`config.mk`:
```
export PLATFORM = sky130hd
export DESIGN_NAME = div_rate_sequencer_flat
export DESIGN_NICKNAME = d
export VERILOG_FILES = /design/src/rtl/div_rate_if.sv /design/src/rtl/div_rate_sequencer.sv /design/src/flat_wrapper.sv
export SDC_FILE = /design/constraint.sdc
export NUM_CORES = 1
export LEC_CHECK = 0
export ABC_CLOCK_PERIOD_IN_PS = 3300
export CAP_MARGIN = 20
export CORE_MARGIN = 2
export CORE_UTILIZATION = 35
export CTS_BUF_LIST = sky130_fd_sc_hd__clkbuf_8
export DETAILED_ROUTE_END_ITERATION = 10
export GPL_TIMING_DRIVEN = 1
export PLACE_DENSITY = 0.65
export SYNTH_ARGS = -nofsm -noshare
export SYNTH_HDL_FRONTEND = slang
export SYNTH_SLANG_ARGS = --single-unit
```
`constraint.sdc`:
```
create_clock -name clk_in -period 3.3 [get_ports clk_in]
set_input_delay 0.495 -clock clk_in [delete_from_list [all_inputs] [get_ports clk_in]]
set_output_delay 0.495 -clock clk_in [all_outputs]
set_load 0.05 [all_outputs]
```
`src/rtl/div_rate_if.sv`:
```
// div_rate_if: handshake/status bundle between configuration logic and the
// divided-clock sequencer.
//   run       : level, 1 = produce output, 0 = stop at next period end
//   req_valid : rate-change request present
//   req_half  : requested half-period in clk_in cycles (0 is rejected)
//   req_ready : sequencer can accept a request this cycle
//   req_ack   : one-cycle pulse when an accepted ratio takes effect
//   req_err   : one-cycle pulse when a zero half-period is rejected
//   clk_out   : divided output clock
//   tick      : high in the cycle right after clk_out rose
//   busy      : sequencer is RUN, PEND or STOP
interface div_rate_if #(
  parameter int DIV_W = 16
) ();
  logic             run;
  logic             req_valid;
  logic [DIV_W-1:0] req_half;
  logic             req_ready;
  logic             req_ack;
  logic             req_err;
  logic             clk_out;
  logic             tick;
  logic             busy;

  modport master (
    output run, req_valid, req_half,
    input  req_ready, req_ack, req_err, clk_out, tick, busy
  );

  modport slave (
    input  run, req_valid, req_half,
    output req_ready, req_ack, req_err, clk_out, tick, busy
  );
endinterface

```
`src/rtl/div_rate_sequencer.sv`:
```
// div_rate_sequencer: run-time controlled clock divider. Produces clk_out
// (low for half cycles, then high for half cycles) and a tick strobe after
// each rising edge. Ratio changes arrive over a valid/ready handshake and are
// applied only at a period end (clk_out 1->0), so no runt/stretched phases.
// Ports:
//   clk_in : the single clock, rising edge
//   nreset : synchronous, active-high reset
//   bus    : div_rate_if slave (run, request handshake, clk_out/tick/busy)
module div_rate_sequencer #(
  parameter int SYS_CLK     = 50000000,
  parameter int DESIRED_CLK = 25000000,
  parameter int DIV_W       = 16
) (
  input logic      clk_in,
  input logic      nreset,
  div_rate_if.slave bus
);

  localparam int HALF_DEF = SYS_CLK / (2 * DESIRED_CLK);
  localparam logic [DIV_W-1:0] HALF_DEF_W = DIV_W'(HALF_DEF);

  generate
    if (HALF_DEF == 0) begin : g_bad_half
      $error("div_rate_sequencer: default half-period SYS_CLK/(2*DESIRED_CLK) is 0");
    end
  endgenerate

  typedef enum logic [1:0] {S_IDLE, S_RUN, S_PEND, S_STOP} state_t;

  state_t           state_q, state_d;
  logic [DIV_W-1:0] cnt_q, cnt_d;
  logic [DIV_W-1:0] half_q, half_d;
  logic [DIV_W-1:0] pend_q, pend_d;
  logic             clk_out_q, clk_out_d;
  logic             tick_q, tick_d;
  logic             ack_q, ack_d;
  logic             err_q, err_d;

  logic ready, accept, req_ok, wrap, per_end;

  assign ready   = (state_q == S_IDLE) || (state_q == S_RUN);
  assign accept  = bus.req_valid && ready;
  assign req_ok  = accept && (bus.req_half != '0);
  assign wrap    = (cnt_q == half_q - DIV_W'(1));
  // Period end: the high phase is finishing, clk_out goes 1 -> 0 this edge.
  assign per_end = wrap && clk_out_q;

  always_comb begin
    state_d   = state_q;
    cnt_d     = cnt_q;
    half_d    = half_q;
    pend_d    = pend_q;
    clk_out_d = clk_out_q;
    ack_d     = 1'b0;
    err_d     = accept && (bus.req_half == '0);

    // Free-running divider in every active state.
    if (state_q != S_IDLE) begin
      if (wrap) begin
        cnt_d     = '0;
        clk_out_d = ~clk_out_q;
      end else begin
        cnt_d = cnt_q + DIV_W'(1);
      end
    end

    case (state_q)
      S_IDLE: begin
        cnt_d     = '0;
        clk_out_d = 1'b0;
        if (req_ok) begin
          half_d = bus.req_half;
          ack_d  = 1'b1;
        end
        if (bus.run) state_d = S_RUN;
      end
      S_RUN: begin
        // A request wins over a stop; PEND resolves the stop at period end.
        if (req_ok) begin
          pend_d  = bus.req_half;
          state_d = S_PEND;
        end else if (!bus.run) begin
          // Dropping run exactly on a period end leaves clk_out low already.
          state_d = per_end ? S_IDLE : S_STOP;
        end
      end
      S_PEND: begin
        if (per_end) begin
          half_d  = pend_q;
          cnt_d   = '0;
          ack_d   = 1'b1;
          state_d = bus.run ? S_RUN : S_IDLE;
        end
      end
      S_STOP: begin
        if (bus.run)      state_d = S_RUN;
        else if (per_end) state_d = S_IDLE;
      end
      default: state_d = S_IDLE;
    endcase

    tick_d = ~clk_out_q & clk_out_d;
  end

  always_ff @(posedge clk_in) begin
    if (nreset) begin
      state_q   <= S_IDLE;
      cnt_q     <= '0;
      half_q    <= HALF_DEF_W;
      pend_q    <= '0;
      clk_out_q <= 1'b0;
      tick_q    <= 1'b0;
      ack_q     <= 1'b0;
      err_q     <= 1'b0;
    end else begin
      state_q   <= state_d;
      cnt_q     <= cnt_d;
      half_q    <= half_d;
      pend_q    <= pend_d;
      clk_out_q <= clk_out_d;
      tick_q    <= tick_d;
      ack_q     <= ack_d;
      err_q     <= err_d;
    end
  end

  assign bus.req_ready = ready;
  assign bus.req_ack   = ack_q;
  assign bus.req_err   = err_q;
  assign bus.clk_out   = clk_out_q;
  assign bus.tick      = tick_q;
  assign bus.busy      = (state_q != S_IDLE);

endmodule

```
`src/flat_wrapper.sv`:
```
// flat-port wrapper written by rule: the top's interface ports become plain ports
module div_rate_sequencer_flat 
#(
  parameter int SYS_CLK     = 50000000,
  parameter int DESIRED_CLK = 25000000,
  parameter int DIV_W       = 16
)
  (clk_in, nreset, bus_run, bus_req_valid, bus_req_half, bus_req_ready, bus_req_ack, bus_req_err, bus_clk_out, bus_tick, bus_busy);
  div_rate_if #(.DIV_W(DIV_W)) bus_i ();
  input logic clk_in;
  input logic nreset;
  input wire logic [$bits(bus_i.run)-1:0] bus_run;
  input wire logic [$bits(bus_i.req_valid)-1:0] bus_req_valid;
  input wire logic [$bits(bus_i.req_half)-1:0] bus_req_half;
  output wire logic [$bits(bus_i.req_ready)-1:0] bus_req_ready;
  output wire logic [$bits(bus_i.req_ack)-1:0] bus_req_ack;
  output wire logic [$bits(bus_i.req_err)-1:0] bus_req_err;
  output wire logic [$bits(bus_i.clk_out)-1:0] bus_clk_out;
  output wire logic [$bits(bus_i.tick)-1:0] bus_tick;
  output wire logic [$bits(bus_i.busy)-1:0] bus_busy;
  assign bus_i.run = bus_run;
  assign bus_i.req_valid = bus_req_valid;
  assign bus_i.req_half = bus_req_half;
  assign bus_req_ready = bus_i.req_ready;
  assign bus_req_ack = bus_i.req_ack;
  assign bus_req_err = bus_i.req_err;
  assign bus_clk_out = bus_i.clk_out;
  assign bus_tick = bus_i.tick;
  assign bus_busy = bus_i.busy;
  div_rate_sequencer #(.SYS_CLK(SYS_CLK), .DESIRED_CLK(DESIRED_CLK), .DIV_W(DIV_W)) u_core (.clk_in(clk_in), .nreset(nreset), .bus(bus_i));
endmodule
```
; Word-level counts from Yosys, hierarchy flattened
; Index checks and enable logic that the tools add are counted.
; W data, S select, Z words.
[totals]
register_bits = 54
in_bits = 20
elab_cells = 56
out_inout_bits = 6
[classes]
muxes = 22
n_reduce_logical = 13
n_addsub = 2
bitwise_logic = 2
eq_ne = 9
[ops]
columns = operator, n
row1 = $mux W16, 5
row2 = $pmux W16 S2, 2
row3 = $add A16 B1 Y16 const B, 1
row4 = $eq A16 B16 Y1, 1
row5 = $logic_not A16 Y1, 1
row6 = $reduce_bool A16 Y1, 1
row7 = $sub A16 B1 Y16 const B, 1
row8 = $mux W2, 7
row9 = $pmux W2 S4, 1
row10 = $mux W1, 6
row11 = $ne A3 B2 Y1 const B, 2
row12 = $eq A2 B2 Y1 const B, 2
row13 = $logic_and A1 B1 Y1, 4
row14 = $ne A2 B1 Y1 const B, 2
row15 = $reduce_and A4 Y1, 1
row16 = $reduce_bool A2 Y1, 2
row17 = $reduce_and A3 Y1, 1
row18 = $eq A2 B1 Y1 const B, 1
row19 = $logic_not A2 Y1, 1
row20 = $ne A2 B2 Y1 const B, 1
row21 = $pmux W1 S2, 1
row22 = $reduce_and A2 Y1, 1
row23 = $and A1 B1 Y1, 1
row24 = $logic_or A1 B1 Y1, 1
row25 = $not A1 Y1, 1

; Longest topological paths before layout
; Gate-level depths: netlist of run 1.
[logic_depth]
depth_word = 7
depth_mapped = 14
mapped_depth_nobuf = 13

; Worst setup path after synthesis of run 1
; OpenSTA, ideal clock, no wires.
[synth_path]
path_kind = register to register
startpoint = register u_core.half_q[8]
endpoint = register u_core.half_q[14]
required_time_ns = 3.214
slack_ns = 0.540
path_stages_with_launch = 13
synth_period_minus_slack_ns = 2.760
setup_ns = 0.086
t_arrival_ns = 2.675
path_buffers = 1
cell_sequence = dfxtp_1 -> or4_4 -> a21boi_0 -> nor4_1 -> nand4_1 -> nor3_1 -> and3_1 -> ha_1 -> a21oi_1 -> nor2_1 -> clkbuf_1 -> nor2_1 -> a211oi_1
[synth_via]
elab_chain_cells = 5
[synth_rtl]
columns = item, line_no
row1 = from (decl), div_rate_sequencer.sv:32  ; logic [DIV_W-1:0] half_q, half_d;
row2 = from (signal assigned), div_rate_sequencer.sv:118  ; half_q <= half_d;
row3 = $sub A16 B1 Y16, div_rate_sequencer.sv:44  ; assign wrap = (cnt_q == half_q - DIV_W'(1));
row4 = $eq A16 B16 Y1, div_rate_sequencer.sv:44
row5 = $logic_and A1 B1 Y1, div_rate_sequencer.sv:46  ; assign per_end = wrap && clk_out_q;
row6 = $ne A2 B1 Y1 (no line), --
row7 = $reduce_and A3 Y1 (no line), --
; Every way passes these cells.
; A chain may end at the register's enable or synchronous reset.

; Worst setup path in the final report of run 1
[layout_path]
startpoint = register u_core.half_q[8]
endpoint = register u_core.half_q[11]
; The elaborated chain is that of the path after synthesis.

==> results of run 1 <==
==> power groups by stage <==
| stage | clock [mW] | combinational (mW) | sequential (mW) |
|---|---|---|---|
| 4_1_cts | 0.456 | 0.309 | 0.729 |
| 3_3_place_gp | 0 | 0.304 | 0.743 |
| 2_1_floorplan | 0 | 0.236 | 0.733 |
| 6_report | 0.440 | 0.313 | 0.730 |
| 3_5_place_dp | 0 | 0.307 | 0.745 |
| 5_1_grt | 0.478 | 0.346 | 0.737 |
==> per-layer routing <==
| layer | share of wire | GRT usage | vias to the layer above |
|---|---|---|---|
| met1 | 0.48 | 0.184 | 1027 |
| met2 | 0.46 | 0.231 | 49 |
| met5 | 0 | 0 | - |
| met4 | 0.023 | 0.0490 | 0 |
| li1 | - | - | 1137 |
| met3 | 0.039 | 0.0242 | 12 |
==> state kept, by name (all words and copies together), names as in the netlist <==
| name | cells |
|---|---|
| u_core.bus.req_ack | 1 |
| u_core.bus.req_err | 1 |
| u_core.pend_q | 16 |
| u_core.half_q | 16 |
| u_core.state_q | 2 |
| u_core.cnt_q | 16 |
| u_core.bus.tick | 1 |
| u_core.bus.clk_out | 1 |
==> cell families (layout without fill, tap and decap cells) <==
logic type      after synthesis  count (layout)  synth area share
fa+ha+maj                     3               3            0.0135
xor+xnor                     32              32             0.101
flops                        54              54             0.388
buf+inv                      26              44            0.0481
simple gates                125             125             0.219
compound gates               41              41             0.107
mux                          34              34             0.123
==> final cells by class <==
type,count,share of cell area
clock inverters,3,0.0129
clock buffers,5,0.0214
inverters,8,0.00935
repair buffers,28,0.0873
well taps,102,0.0398
multi-input cells,235,0.492
flip-flops and latches,54,0.337
==> worst register-to-register path: cells and delay by family, from the launching register on <==
kind | cells | cell delay (ns)
adder cells (fa/ha/maj) | 1 | 0.21
AO/OA/AOI/OAI | 3 | 0.52
flip-flops | 1 | 0.38
buffers and inverters | 1 | 0.20
AND/OR/NAND/NOR | 7 | 1.58
==> stage by stage <==
stage / hold WS, ns / total power, mW / util / instances
floorplan: 0.458 / 0.969 / - / 315
global placement: 0.447 / 1.05 / 0.399 / 427
detailed placement: 0.436 / 1.05 / 0.399 / 427
CTS: 0.464 / 1.49 / 0.413 / 435
global route: 0.487 / 1.56 / 0.415 / 435
finish: 0.456 / 1.48 / 0.415 / 435
==> worst max path at each step <==
stage | end | cells after the start | slack (ns) | start
final | u_core.half_q[11]$_SDFFE_PP0P_ | 12 | 0.33 | u_core.half_q[8]$_SDFFE_PP0P_
after global routing | u_core.half_q[11]$_SDFFE_PP0P_ | 12 | 0.006 | u_core.half_q[8]$_SDFFE_PP0P_
after CTS | u_core.half_q[11]$_SDFFE_PP0P_ | 14 | 0.24 | u_core.half_q[0]$_SDFFE_PP1P_
after floorplan | u_core.half_q[14]$_SDFFE_PP0P_ | 12 | 0.54 | u_core.half_q[8]$_SDFFE_PP0P_
after global placement | u_core.half_q[13]$_SDFFE_PP0P_ | 14 | 0.33 | u_core.half_q[0]$_SDFFE_PP1P_
after detailed placement | u_core.half_q[11]$_SDFFE_PP0P_ | 14 | 0.26 | u_core.half_q[0]$_SDFFE_PP1P_
==> what timing repair did <==
| action | CTS | global route |
|---|---|---|
| hold buffers | 0 | 0 |
| endpoints found under the setup margin | 0 | 32 |
| resized for setup | 0 | 5 |
==> cells in the mapped netlist, types with 2 or more instances <==
master | instances | area (sq um)
sky130_fd_sc_hd__nand2_1 | 13 | 48.8
sky130_fd_sc_hd__clkbuf_1 | 10 | 37.5
sky130_fd_sc_hd__a21oi_1 | 5 | 25.0
sky130_fd_sc_hd__nand2b_1 | 2 | 12.5
sky130_fd_sc_hd__nor2_1 | 60 | 225
sky130_fd_sc_hd__nand3_1 | 2 | 10.0
sky130_fd_sc_hd__and3_1 | 8 | 50.1
sky130_fd_sc_hd__nor4_1 | 6 | 37.5
sky130_fd_sc_hd__o21bai_1 | 2 | 15.0
sky130_fd_sc_hd__inv_1 | 8 | 30.0
sky130_fd_sc_hd__buf_6 | 3 | 33.8
sky130_fd_sc_hd__buf_2 | 2 | 10.0
sky130_fd_sc_hd__a211oi_1 | 17 | 128
sky130_fd_sc_hd__dfxtp_1 | 54 | 1080
sky130_fd_sc_hd__and2_1 | 2 | 12.5
sky130_fd_sc_hd__xor2_1 | 14 | 123
sky130_fd_sc_hd__nor3b_1 | 2 | 15.0
sky130_fd_sc_hd__nor2b_1 | 3 | 18.8
sky130_fd_sc_hd__xnor2_1 | 18 | 158
sky130_fd_sc_hd__mux2i_1 | 32 | 320
sky130_fd_sc_hd__mux2_2 | 2 | 22.5
sky130_fd_sc_hd__ha_1 | 3 | 37.5
sky130_fd_sc_hd__o211ai_1 | 3 | 22.5
sky130_fd_sc_hd__nand4_1 | 11 | 68.8
sky130_fd_sc_hd__nor3_1 | 6 | 30.0
sky130_fd_sc_hd__o21ai_0 | 4 | 20.0
==> metrics.log, run 1 <==
INFO  metric rr_endpoint = u_core.half_q[11]$_SDFFE_PP0P_
INFO  metric synth_async_sr_flop_share = 0
INFO  metric nets_final = 355
INFO  metric pwr-share-comb = 0.211
INFO  metric weighted_congestion_reported_at_the_end_of_routability_driven_placement = 0.947
INFO  metric vdd_ir_drop_max = approximately 0.19 mV
INFO  metric power.switching_fraction = 0.288
INFO  metric clockBufferDepth = 2
INFO  metric cp-end-kind = flip-flop
INFO  metric post_synth.cell_area_avg = 8.83 sq um
INFO  metric design.portCount = 26
INFO  metric n_antenna_cell = 0
INFO  metric worstSetupStartpointType = flip-flop
INFO  metric hold_path_class = reg -> reg
INFO  metric max_fclk = ~340 MHz
INFO  metric die_h = 93.2 um
INFO  metric floorplan.die.width = ~93 um
INFO  metric timing.setup.critical_path_class = reg -> reg
INFO  metric clock-skew-final = 0.00844 ns
INFO  metric postLayoutCellArea = 0.00321 sq mm
INFO  metric grt_pass1_vias = 2189
INFO  metric layout.filler_cells = 771
INFO  metric worst_hold_path.num_cells = 1
INFO  metric setup_viol = 0
INFO  metric area_of_combinational_cells_with_multiple_inputs = 0.00158 sq mm
INFO  metric grt_max_degree = 37
INFO  metric critPathSlowestCell = sky130_fd_sc_hd__or4_4
INFO  metric fraction_of_layout_cells_with_a_size_suffix_above_1 = 0.0661
INFO  metric cts_tree = yes
INFO  metric r2r_slack = 0.33 ns
INFO  metric cpPeakStageDelay = around 0.57 ns
INFO  metric worst_slack = roughly 0.33 ns
INFO  metric timing.hold.worst.start = u_core.bus.clk_out$_SDFF_PP0_
INFO  metric worst-r2r-cell-count = 12
INFO  metric dr_wl_cell = 12.9 um
INFO  metric post_route_clock_period_utilization = 0.901
INFO  metric synth_edf_count = 0
INFO  metric critical_path.max_fanout = 32
INFO  metric fin_tns_setup = 0 ns
INFO  metric layout-area-overhead-vs-synth = 15.4%
INFO  metric quantity_of_i_o_buffers_inserted_on_ports = 25
INFO  metric grt.total_usage = 0.140
INFO  metric detailedRoute.firstIterationViolations = 91
INFO  metric worst_skew_pair.late_latency = 0.31 ns
INFO  metric clock_tree.htree_level_count = 2
INFO  metric ys_types = 49
INFO  metric dieArea = a little under 0.009 sq mm
INFO  metric post_synth_instance_area = 0.00278 sq mm
INFO  metric synth_top_flop_cell = sky130_fd_sc_hd__dfxtp_1
INFO  metric initial_utilization = 0.360
INFO  metric detailroute.via_count = 2225
INFO  metric ff_latch_area = 0.00108 sq mm
INFO  metric postCtsSetupRepairBufs = 0
INFO  metric placement.cell_area = 0.00308 sq mm
INFO  metric route.final.wire_length = 5.61 mm
INFO  metric maxCapViolations = 0
INFO  metric power.share.clock = 0.297
INFO  metric maxSlewHeadroom = 0.340
INFO  metric layout.cells.most_common_list = 59 x sky130_fd_sc_hd__nor2_1, 52 x sky130_fd_sc_hd__dfxtp_1, 32 x sky130_fd_sc_hd__mux2i_1
INFO  metric route.detailed.drc = 0
INFO  metric cellPowerDensity = 462 mW/mm^2
INFO  metric hold_path_end = u_core.bus.tick$_SDFF_PP0_
INFO  metric r2r-start = u_core.half_q[8]$_SDFFE_PP0P_
INFO  metric clk_root_buffer_cell = sky130_fd_sc_hd__clkbuf_8
INFO  metric share_seq_of_total_power = 0.492
INFO  metric p_leak = 1.35 nW
INFO  metric layout_min_cycle_time = approximately 3.0 ns
INFO  metric slew_violations = 0
INFO  metric grt_first_pass_wirelength = a little under 10 mm
INFO  metric crit_buf_inv = 1
INFO  metric antenna_found_initial = 0
INFO  metric tritoncts.num_buffers = 5
INFO  metric coreArea = 0.00773 sq mm
INFO  metric post_drt_via_cell_ratio = 5.11
INFO  metric cpLargestDelayFamily = simple AND/OR/NAND/NOR gates
INFO  metric drt.antenna.violating_nets = 0
INFO  metric place_worst_setup_slack = 0.262 ns
INFO  metric cell_internal_power_dissipation = 1.06 mW
INFO  metric critical_path_arrival = between 3 and 4 ns
INFO  metric numClockSinks = 54
INFO  metric post_synth_inst_count = 315
INFO  metric layout.cells.most_common = sky130_fd_sc_hd__nor2_1
INFO  metric required = 3.53 ns
INFO  metric run_status = completed
INFO  metric worst_path_most_repeated_cell = sky130_fd_sc_hd__nor3_1
INFO  metric worst_setup_hold_path_clk_slew = ~0.10 ns
INFO  metric synth_nets = 338
INFO  metric worstPathCellList = or4_4, nor3_1, a2bb2oi_1, nand4_1, nor3_1, and3_1, ha_1, a21oi_1, nor2_2, buf_8, nor2_1, a211oi_1
INFO  metric ys_warn_count = 0
INFO  metric timing_worst_slew_pin_value = 0.990 ns
INFO  metric p_switching = 427 uW
INFO  metric dp.final_hpwl = 4.24 mm
INFO  metric finalHoldViolations = 0
INFO  metric rsz0062_at_grt = false
INFO  metric detail_route.first_pass.iterations = 4
INFO  metric synth_sequential_area_ratio = 0.388
INFO  metric synth_seq_cells = 54
INFO  metric placementRows = 32
INFO  metric globalRoute.totalOverflow = 0
No activity file was read; power rests on OpenSTA's default activity.
==> run 2: changes to the inputs <==
- CORE_UTILIZATION: 35 -> 50
- PLACE_DENSITY: 0.65 -> 0.83
- SETUP_SLACK_MARGIN: not set -> 0.15
==> metrics.log, run 2 (same netlist as run 1, synthesis figures left out) <==
INFO  metric cts_tree = yes
INFO  metric numClockSinks = 54 (unchanged)
INFO  metric antenna_found_initial = 0 (unchanged)
INFO  metric route.detailed.drc = 0 (unchanged)
INFO  metric initial_utilization = 0.512 (+0.152)
INFO  metric die_h = 78.6 um (-16%)
INFO  metric post_route_clock_period_utilization = 0.903 (+0.00147)
INFO  metric clockBufferDepth = 2 (unchanged)
INFO  metric layout-area-overhead-vs-synth = 13.7%
INFO  metric clock_tree.htree_level_count = 2 (unchanged)
INFO  metric drt.antenna.violating_nets = 0 (unchanged)
INFO  metric grt_pass1_vias = 2114 (-3.4%)
INFO  metric rsz0062_at_grt = false
INFO  metric fin_tns_setup = 0 ns (unchanged)
INFO  metric timing.setup.critical_path_class = reg -> reg
INFO  metric p_leak = 1.35 nW (-0.22%)
INFO  metric slew_violations = 0 (unchanged)
INFO  metric setup_viol = 0 (unchanged)
INFO  metric clock-skew-final = 0.00949 ns (+0.00105 ns)
INFO  metric final_cells = 405 (-6.9%)
INFO  metric layout_min_cycle_time = 2.98 ns (+0.00485 ns)
INFO  metric maxCapViolations = 0 (unchanged)
INFO  metric floorplan.die.width = 78.6 um (-16%)
INFO  metric dr_wl_cell = 13.8 um (+7.0%)
INFO  metric design.portCount = 26 (unchanged)
INFO  metric area_of_combinational_cells_with_multiple_inputs = 0.00158 sq mm (about the same)
INFO  metric placementRows = 27 (-16%)
INFO  metric run_status = completed
INFO  metric maxSlewHeadroom = 0.335 (-0.00507)
INFO  metric hold_path_class = reg -> reg
INFO  metric postLayoutCellArea = 0.00316 sq mm (-1.4%)
INFO  metric layout.cells.most_common = sky130_fd_sc_hd__nor2_1
INFO  metric dieArea = 0.00618 sq mm (-29%)
INFO  metric cp-end-kind = flip-flop
INFO  metric max_fclk = 336 MHz (-0.16%)
INFO  metric critical_path.max_fanout = 32 (unchanged)
INFO  metric finalHoldViolations = 0 (unchanged)
INFO  metric route.final.wire_length = 5.58 mm (-0.41%)
INFO  metric weighted_congestion_reported_at_the_end_of_routability_driven_placement = 0.961 (+1.5%)
INFO  metric globalRoute.totalOverflow = 0 (unchanged)
INFO  metric n_antenna_cell = 0 (unchanged)
INFO  metric fraction_of_layout_cells_with_a_size_suffix_above_1 = 0.0751 (+0.00901)
INFO  metric clk_root_buffer_cell = sky130_fd_sc_hd__clkbuf_8
INFO  metric cts.hold.buffers_added = 0 (unchanged)
INFO  metric grt.total_usage = 0.196 (+0.0559)
INFO  metric detail_route.first_pass.iterations = 6 (+2)
INFO  metric quantity_of_i_o_buffers_inserted_on_ports = 25 (unchanged)
INFO  metric layout.filler_cells = 491 (-36%)
INFO  metric r2r_slack = 0.32 ns (about the same)
INFO  metric vdd_ir_drop_max = 0.335 mV (+75%)
INFO  metric grt_first_pass_wirelength = 9.70 mm (-1.8%)
INFO  metric post-place-cells = 397 (-7.0%)
INFO  metric nets_final = 355 (unchanged)
INFO  metric postLayoutCoreUtil = 0.582 (+0.166)
INFO  metric required = 3.53 ns (about the same)
INFO  metric detailedRoute.firstIterationViolations = 95 (+4.4%)
INFO  metric timing_worst_slew_pin_value = 0.998 ns (+0.00761 ns)
INFO  metric critical_path_arrival = 3.21 ns (about the same)
INFO  metric ff_latch_area = 0.00108 sq mm (unchanged)
INFO  metric placement.cell_area = 0.00304 sq mm (-1.2%)
INFO  metric post_drt_via_cell_ratio = 5.50 (+7.6%)
INFO  metric top_regs = u_core.cnt_q (16), u_core.half_q (16), u_core.pend_q (16)
INFO  metric hold_ws = 0.453 ns (-0.00286 ns)
INFO  metric worst_skew_pair.late_latency = 0.31 ns (about the same)
INFO  metric worst_setup_hold_path_clk_slew = 0.11 ns (about the same)
INFO  metric layout.cells.most_common_list = 59 x sky130_fd_sc_hd__nor2_1, 52 x sky130_fd_sc_hd__dfxtp_1, 32 x sky130_fd_sc_hd__mux2i_1
INFO  metric cellPowerDensity = 453 mW/mm^2 (-1.8%)
INFO  metric detailroute.via_count = 2228 (+0.13%)
INFO  metric coreArea = 0.00544 sq mm (-30%)
INFO  metric worstSetupStartpointType = flip-flop
INFO  metric dp.final_hpwl = 4.21 mm (-0.78%)
INFO  metric tritoncts.num_buffers = 5 (unchanged)
INFO  metric grt_max_degree = 33 (-11%)
==> run 2: changes by cell type in the layout (fill, tap and decap cells not counted), sizes merged <==
cell	change
clkinvlp	-1
inv	+1
clkinv	+1
bufinv	-1
==> run 2: final cells by class <==
type,instances,area share
Multi-Input combinational cell,235,0.499
Sequential cell,54,0.342
Timing Repair Buffer,28,0.0902
Tap cell,72,0.0285
Clock buffer,5,0.0217
Inverter,8,0.00949
Clock inverter,3,0.00830
==> run 2: worst paths after layout <==
check | startpoint | end | depth (start not counted)
hold / removal | u_core.bus.clk_out$_SDFF_PP0_ | u_core.bus.tick$_SDFF_PP0_ | 1
setup / recovery | u_core.half_q[8]$_SDFFE_PP0P_ | u_core.half_q[8]$_SDFFE_PP0P_ | 12
hold reg to reg | u_core.bus.clk_out$_SDFF_PP0_ | u_core.bus.tick$_SDFF_PP0_ | 1
setup reg to reg | u_core.half_q[8]$_SDFFE_PP0P_ | u_core.half_q[8]$_SDFFE_PP0P_ | 12
==> run 2: repair_timing <==
action                                 in CTS  in global routing
buffers inserted                            0                  0
gates resized for setup                     0                  7
endpoints found under the hold margin       0                  0
setup endpoints to repair                   0                 18
==> run 2: critical path, cell delays in order, from the launching register on <==
cell	delay (ns)
sky130_fd_sc_hd__dfxtp_1	0.37
sky130_fd_sc_hd__or4_4	0.57
sky130_fd_sc_hd__a21boi_0	0.14
sky130_fd_sc_hd__nor4_1	0.29
sky130_fd_sc_hd__nand4_1	0.18
sky130_fd_sc_hd__nor3_1	0.21
sky130_fd_sc_hd__and3_1	0.18
sky130_fd_sc_hd__ha_1	0.21
sky130_fd_sc_hd__a21oi_1	0.12
sky130_fd_sc_hd__nor2_2	0.14
sky130_fd_sc_hd__buf_12	0.18
sky130_fd_sc_hd__nor2_1	0.07
sky130_fd_sc_hd__a211oi_1	0.23
==> run 2: metrics by stage <==
step                power, mW  setup slack [ns]
floorplan               0.969             0.540
global placement         1.05             0.255
detailed placement       1.05             0.300
CTS                      1.44             0.199
global route             1.51             0.161
finish                   1.43             0.321
==> run 2: power by group <==
group	leakage (nW)	total (mW)	switching, mW	internal, mW
clock network	0.0491	0.389	0.232	0.157
logic	0.858	0.314	0.169	0.146
registers	0.440	0.731	0.0436	0.688
==> run 2: routing by layer <==
layer,part of all wire,vias up,GRT usage
met1,0.48,1032,0.258
met2,0.48,46,0.324
met3,0.030,7,0.0356
li1,-,1143,-
met5,0,-,0
met4,0.014,0,0.0649
